`src/rtl/mem_stage_pkg.sv`:
```
// Shared types and defaults for the pipeline memory-access stage.
// Keeps the state encoding and the wait-counter width in one place.
package mem_stage_pkg;

    localparam int DATA_W_DEF   = 8;
    localparam int RD_W_DEF     = 3;
    localparam int MAX_WAIT_DEF = 15;

    // Wide enough for any MAX_WAIT up to 16 (counter tops out at MAX_WAIT-1).
    localparam int WAIT_CNT_W   = 4;

    typedef enum logic {
        ST_IDLE   = 1'b0,
        ST_ACCESS = 1'b1
    } state_t;

endpackage

```
`src/rtl/mem_stage_mem_wb.sv`:
```
// MEM/WB pipeline register: write-back enable, value and destination.
// A bubble clears only the write enable; data and destination hold.
module mem_wb_reg
    import mem_stage_pkg::*;
#(
    parameter int DATA_W = DATA_W_DEF,
    parameter int RD_W   = RD_W_DEF
) (
    input  logic              clk,
    input  logic              rst,
    input  logic              bubble,
    input  logic              reg_wr,
    input  logic [DATA_W-1:0] wb_data,
    input  logic [RD_W-1:0]   rd,
    output logic              reg_wr_q,
    output logic [DATA_W-1:0] wb_data_q,
    output logic [RD_W-1:0]   rd_q
);

    always_ff @(posedge clk) begin
        if (!rst) begin
            reg_wr_q  <= 1'b0;
            wb_data_q <= '0;
            rd_q      <= '0;
        end else begin
            reg_wr_q <= bubble ? 1'b0 : reg_wr;
            if (!bubble) begin
                wb_data_q <= wb_data;
                rd_q      <= rd;
            end
        end
    end

endmodule

```
`src/rtl/mem_stage.sv`:
```
// Memory-access stage: drives data memory over req/ack, stalls upstream
// while an access is outstanding, aborts on timeout, feeds MEM/WB.
//
//   state     | meaning
//   ----------+-----------------------------------------------------------
//   ST_IDLE   | no access in flight; ALU ops retire, memory ops launch
//   ST_ACCESS | request on dmem, waiting for ack or for the wait limit
module mem_stage
    import mem_stage_pkg::*;
#(
    parameter int DATA_W   = DATA_W_DEF,
    parameter int RD_W     = RD_W_DEF,
    parameter int MAX_WAIT = MAX_WAIT_DEF
) (
    input  logic              clk,
    input  logic              rst,
    input  logic              regWr_IN,
    input  logic              memWr_IN,
    input  logic              memRd_IN,
    input  logic [DATA_W-1:0] aluRes_IN,
    input  logic [DATA_W-1:0] memWrData_IN,
    input  logic [RD_W-1:0]   rd_IN,
    output logic              dmem_req,
    output logic              dmem_we,
    output logic [DATA_W-1:0] dmem_addr,
    output logic [DATA_W-1:0] dmem_wdata,
    input  logic [DATA_W-1:0] dmem_rdata,
    input  logic              dmem_ack,
    output logic              stall,
    output logic              regWr_OUT,
    output logic [DATA_W-1:0] wbData_OUT,
    output logic [RD_W-1:0]   rd_OUT,
    output logic              memErr
);

    localparam logic [WAIT_CNT_W-1:0] WAIT_LAST = WAIT_CNT_W'(MAX_WAIT - 1);

    state_t                  state, state_nxt;
    logic [WAIT_CNT_W-1:0]   wait_cnt, wait_cnt_nxt;
    logic                    req_nxt, we_nxt, err_nxt;
    logic [DATA_W-1:0]       addr_nxt, wdata_nxt;
    logic                    mem_op;
    logic                    bubble;
    logic [DATA_W-1:0]       wb_data_nxt;

    assign mem_op = memRd_IN | memWr_IN;

    always_ff @(posedge clk) begin
        if (!rst) begin
            state      <= ST_IDLE;
            wait_cnt   <= '0;
            dmem_req   <= 1'b0;
            dmem_we    <= 1'b0;
            dmem_addr  <= '0;
            dmem_wdata <= '0;
            memErr     <= 1'b0;
        end else begin
            state      <= state_nxt;
            wait_cnt   <= wait_cnt_nxt;
            dmem_req   <= req_nxt;
            dmem_we    <= we_nxt;
            dmem_addr  <= addr_nxt;
            dmem_wdata <= wdata_nxt;
            memErr     <= err_nxt;
        end
    end

    always_comb begin
        state_nxt    = state;
        wait_cnt_nxt = wait_cnt;
        req_nxt      = dmem_req;
        we_nxt       = dmem_we;
        addr_nxt     = dmem_addr;
        wdata_nxt    = dmem_wdata;
        err_nxt      = memErr;
        stall        = 1'b0;
        bubble       = 1'b1;
        wb_data_nxt  = aluRes_IN;

        case (state)
            ST_IDLE: begin
                if (mem_op) begin
                    stall        = 1'b1;
                    state_nxt    = ST_ACCESS;
                    req_nxt      = 1'b1;
                    we_nxt       = memWr_IN;
                    addr_nxt     = aluRes_IN;
                    wdata_nxt    = memWrData_IN;
                    wait_cnt_nxt = '0;
                end else begin
                    bubble = 1'b0;
                end
            end
            ST_ACCESS: begin
                if (dmem_ack) begin
                    state_nxt = ST_IDLE;
                    req_nxt   = 1'b0;
                    bubble    = 1'b0;
                    // Stores write back the ALU result, loads the returned data.
                    wb_data_nxt = dmem_we ? aluRes_IN : dmem_rdata;
                end else if (wait_cnt == WAIT_LAST) begin
                    // Abort: release the pipeline, retire as a bubble, flag it.
                    state_nxt = ST_IDLE;
                    req_nxt   = 1'b0;
                    err_nxt   = 1'b1;
                end else begin
                    stall        = 1'b1;
                    wait_cnt_nxt = wait_cnt + 1'b1;
                end
            end
            default: begin
                state_nxt = ST_IDLE;
            end
        endcase
    end

    mem_wb_reg #(
        .DATA_W (DATA_W),
        .RD_W   (RD_W)
    ) u_mem_wb (
        .clk       (clk),
        .rst       (rst),
        .bubble    (bubble),
        .reg_wr    (regWr_IN),
        .wb_data   (wb_data_nxt),
        .rd        (rd_IN),
        .reg_wr_q  (regWr_OUT),
        .wb_data_q (wbData_OUT),
        .rd_q      (rd_OUT)
    );

endmodule

```
`config.mk`:
```
export PLATFORM = sky130hd
export DESIGN_NAME = mem_stage
export DESIGN_NICKNAME = d
export VERILOG_FILES = /design/src/rtl/mem_stage_pkg.sv /design/src/rtl/mem_stage_mem_wb.sv /design/src/rtl/mem_stage.sv
export SDC_FILE = /design/constraint.sdc
export NUM_CORES = 1
export LEC_CHECK = 0
export ABC_AREA = 1
export CORE_UTILIZATION = 31
export DETAILED_ROUTE_END_ITERATION = 10
export GPL_ROUTABILITY_DRIVEN = 1
export PLACE_DENSITY = 0.62
export SLEW_MARGIN = 20
export SYNTH_ARGS = -nofsm -noshare
export SYNTH_HDL_FRONTEND = slang
export SYNTH_HIERARCHICAL = 1
export SYNTH_SLANG_ARGS = --single-unit
```
`constraint.sdc`:
```
create_clock -name clk -period 1.3 [get_ports clk]
set_input_delay 0.26 -clock clk [delete_from_list [all_inputs] [get_ports clk]]
set_output_delay 0.26 -clock clk [all_outputs]
set_load 0.02 [all_outputs]
```
Word level (Yosys, flattened, before mapping)
Index checks and enable logic that the tools add are counted.

Bits in registers: 36. Input bits: 33.

Add/sub/neg operators: 1. Equal/unequal tests: 5. Muxes and demuxes: 17. Bitwise gates (word level): 4. Reductions and logical operators: 5.

Operator list (number): 2-to-1 mux 8 bit (3); 2-to-1 mux 4 bit (3); one-hot mux 4 bit (2 select lines) (1); 2-to-1 mux 1 bit (7); != test 2 bit (second input constant) (3); one-hot mux 1 bit (2 select lines) (3); AND reduction 3 bit (2); adder 4 x 1 -> 4 bit (second input constant) (1); == test 4 bit (second input constant) (1); AND reduction 2 bit (2); != test 3 x 2 -> 1 bit (second input constant) (1); inverter 1 bit (3); OR reduction 2 bit (1); bitwise OR 1 bit (1).

Logic depth before layout (Yosys ltp)
Word-level depth: 4. Depth in mapped cells: 8. Depth with buffers taken out: 8.

Hierarchy
The synthesis kept the hierarchy.

By module, submodules not included: mem_stage (instances 1, cells each 154, area an instance 1086.0 um^2); mem_wb_reg (instances 1, cells each 72, area an instance 481.7 um^2).

Least setup slack after synthesis
Ideal clock, no wire load.

Path type: register to register. Start: register wait_cnt[0]. End: register wait_cnt[1]. Setup time: 0.116 ns. Arrival: 1.110 ns. Required time: 1.184 ns. Slack: 0.074 ns. Cell stages (with the launch flop): 9. Path buffers: 0. Period minus slack after synthesis: 1.226 ns. Cells stage by stage: dfxtp_1 -> inv_1 -> ha_1 -> nand3_1 -> nand2_2 -> nand2_2 -> inv_2 -> nor2_1 -> nor2_1.

Longest elaborated chain between the ends: 4. Elaborated cells on any way between the ends: 7. Classes of those cells: add/sub (1); eq/ne (2); mux (3); reduce/logical (1).

Ends and longest elaborated chain: start: declaration (RTL line mem_stage.sv:39) `logic [WAIT_CNT_W-1:0] wait_cnt, wait_cnt_nxt;`; start signal: assignment (RTL line mem_stage.sv:59) `wait_cnt <= wait_cnt_nxt;`; adder 4 x 1 -> 4 bit (RTL line mem_stage.sv:108) `wait_cnt_nxt = wait_cnt + 1'b1;`; 2-to-1 mux 4 bit (RTL line mem_stage.sv:101) `end else if (wait_cnt == WAIT_LAST) begin`; 2-to-1 mux 4 bit (RTL line mem_stage.sv:95) `if (dmem_ack) begin`; one-hot mux 4 bit (2 select lines) (RTL line mem_stage.sv:80) `case (state)`.

Parallel ways exist; a longest one is shown, timed or not. The select of a mux whose other input is x is not followed. A chain may end at the register's enable or synchronous reset.

Final worst setup path
Start: register wait_cnt[0]. End: output stall.

Longest elaborated chain between the ends: 4.

Ends and longest elaborated chain: == test 4 bit (RTL line mem_stage.sv:101); 2-to-1 mux 1 bit (RTL line mem_stage.sv:101); 2-to-1 mux 1 bit (RTL line mem_stage.sv:95); one-hot mux 1 bit (2 select lines) (RTL line mem_stage.sv:80); end: declaration (RTL line mem_stage.sv:29) `output logic stall,`.

Every way passes these cells.

==> results.py <==
metrics = {
    "critical_path": {
        "crit_slowest_cell": "dfxtp_2",
        "required_ps": 1040,
        "r2r_slack_ps": 70,
        "path_common_cell": "nand2_2",
        "worstPathCellList": "inv_2 > ha_4 > nand3_4 > nand2_2 > nand2_2 > buf_6",
        "max_stage_delay_ps": 330,
        "crit_path_start_kind": "flip-flop",
        "criticalPathCategory": "flip-flop to output port",
        "critPathMaxFanout": 2,
        "crit_arrival_ps": 1150,
        "cp-end-kind": "output port",
    },
    "floorplanning": {
        "die_h_um": 73.1,
        "core_area_mm2": 0.00479,
        "dieArea_mm2": 0.00535,
        "start_util_pct": 32.8,
        "rows": 25,
        "die_w_um": 73.1,
        "pin_count": 65,
    },
    "cells_and_area": {
        "final_common_cell": "nor2_1",
        "drive_gt1_share_pct": 14.8,
        "layout_common_cells": "nor2_1, nand2_1, dfxtp_1, dlygate4sd2_1, clkdlybuf4s50_1",
        "syn2layout_area_growth_pct": 64.1,
        "final_design_area_no_fill_mm2": 0.00257,
        "nNetsFinal": 345,
        "diodes": 0,
    },
    "pwr": {
        "p_per_area_mw_per_mm2": 1130,
        "p_leak_uw": 0.00128,
        "ir_worst_vdd_v": 0.000489,
    },
    "logic_synthesis": {
        "synth_nets": 261,
        "synth.cell_area_mm2": 0.00157,
        "synth_cell_type_count": 19,
        "synthCells": 226,
        "yosysTopAreaCell": "dfxtp_1",
        "yosysTopAreaCellShare_pct": 46.0,
        "synth-seq-cells": 36,
        "ys_seq_area_share_pct": 46.0,
        "avgSynthCellArea_um2": 6.94,
        "ys_warn_count": 6,
        "synthTopCellsByArea": "dfxtp_1, nor2_1, nand2_1",
    },
    "timing": {
        "drv_slew": 0,
        "skew_ps": 5.23,
        "hold_viol_final": 0,
        "relSlewSlack_pct": 83.9,
        "rsz0062_at_grt": "true",
        "setup_slack_ps": -114,
        "period_share_pct": 109,
        "tightest_slew_ps": 243,
        "fin_crit_ps": 1410,
        "fmax_mhz": 707,
        "setup_violations": 1,
    },
    "drt": {
        "drc": 0,
        "postRouteAntennaNets": 0,
        "vias": 1601,
        "drt-total-wl_um": 4230,
        "drtPass1Iterations": 5,
        "routedWlPerCell_um": 11.2,
        "drtIter0Drc": 75,
        "viasPerCell": 4.24,
    },
    "grt": {
        "grt_max_degree": 34,
        "grt.overflow.total": 0,
        "grt_pass1_wl_um": 6500,
        "grt_antenna_before_repair": 0,
        "track_usage_pct": 16.0,
        "grt_pass1_vias": 1452,
    },
    "cts": {
        "htreeDepth": 2,
        "clockRootBuffer": "clkbuf_8",
        "numClockSinks": 36,
        "cts_tree": "yes",
        "postCtsHoldBufs": 0,
        "max-clock-path-buffers": 2,
        "path_clk_slew_ps": 70,
        "clk_latency_ps": 280,
        "cts_buffers": 5,
    },
    "run_status": {
        "violations": "setup timing",
        "status": "finished with violations",
    },
    "hold_path": {
        "hold_path_class": "input port to flip-flop",
    },
    "place": {
        "portBuffers": 64,
        "routabilityCongestion": 0.868,
        "hpwlAfterDp_um": 2810,
        "postPlaceCellArea_mm2": 0.00236,
        "dpl_worst_slack_ps": -555,
    },
    "run": {
        "maxCapViolCount": 0,
    },
}
where the power goes:
group	internal, µW	switching (µW)
sequential	1210	50.7
clock	432	376
combinational	403	436
metrics by stage:
stage          power (µW)  hold slack [ps]  TNS, ps  util [%]  std cells
2_1_floorplan        1700              380        0         -        226
3_3_place_gp         2080              463   -10770      49.4        363
3_5_place_dp         2090              471   -11640      49.4        363
4_1_cts              2890              425     -175      52.2        376
5_1_grt              3080              427     -189      53.8        378
6_report             2910              430     -114      53.8        378
worst paths after layout:
path                                endpoint  depth (start not counted)                       from
setup / recovery                       stall                          6   wait_cnt[0]$_SDFFE_PN0P_
hold / removal          dmem_we$_SDFFE_PN0P_                          3                   memWr_IN
setup reg to reg  dmem_wdata[1]$_SDFFE_PN0P_                          7           state$_SDFF_PN0_
hold reg to reg    dmem_addr[3]$_SDFFE_PN0P_                          2  dmem_addr[3]$_SDFFE_PN0P_
flip-flops by register name, summed over array words and instances (netlist names):
name and flops:
dmem_addr 8, dmem_req 1, dmem_wdata 8, dmem_we 1, memErr 1, state 1, u_mem_wb/rd_q 3, u_mem_wb/reg_wr_q 1
u_mem_wb/wb_data_q 8, wait_cnt 4
cell usage after synthesis:
| library cell | count |
|---|---|
| dfxtp_1 | 36 |
| nor2_4 | 2 |
| clkbuf_1 | 1 |
| inv_2 | 1 |
| buf_4 | 2 |
| nand2_2 | 2 |
| buf_6 | 3 |
| a21oi_1 | 3 |
| nand4_1 | 1 |
| ha_1 | 2 |
| buf_1 | 1 |
| nand2_1 | 49 |
| o21ai_0 | 19 |
| nor2_1 | 68 |
| buf_2 | 2 |
| inv_1 | 18 |
| nand3_1 | 13 |
| o21ai_4 | 1 |
| inv_4 | 2 |
layer usage:
metal | vias up | GRT usage [%] | part of all wire, %
li1 | 859 | - | -
met1 | 698 | 19.6 | 47
met2 | 40 | 27.1 | 47
met3 | 4 | 4.70 | 4.5
met4 | 0 | 4.58 | 1.2
met5 | - | 0 | 0
area by class of cell:
| class | count | area [µm²] |
|---|---|---|
| inverters | 21 | 88.8 |
| fillers | 501 | 2210 |
| repair buffers | 86 | 850 |
| multi-input cells | 160 | 736 |
| clock buffers | 8 | 90.1 |
| flip-flops and latches | 36 | 724 |
| well taps | 67 | 83.8 |
critical path: cells and delay by family (launching register included):
kind                       cells  cell delay (ps)
and+or+nand+nor                3              230
DFF                            1              330
buffers and inverters          2              190
adders and majority gates      1              130
cells by family (layout without fill, tap and decap cells):
group / after synthesis / count (layout) / share of synthesized area, %
AO/OA/AOI/OAI: 23 / 23 / 8.06
buffers and inverters: 30 / 115 / 9.58
AND/OR/NAND/NOR: 135 / 135 / 34.8
adder cells (fa/ha/maj): 2 / 2 / 1.60
flip-flops: 36 / 36 / 46.0
timing repair:
item                       CTS  global route
setup buffers                4             1
setup endpoints to repair   44            26
pin swaps                    0             2
gates cloned                 1             1
gates resized for setup     45            15
(Power assumes the default switching activity.)
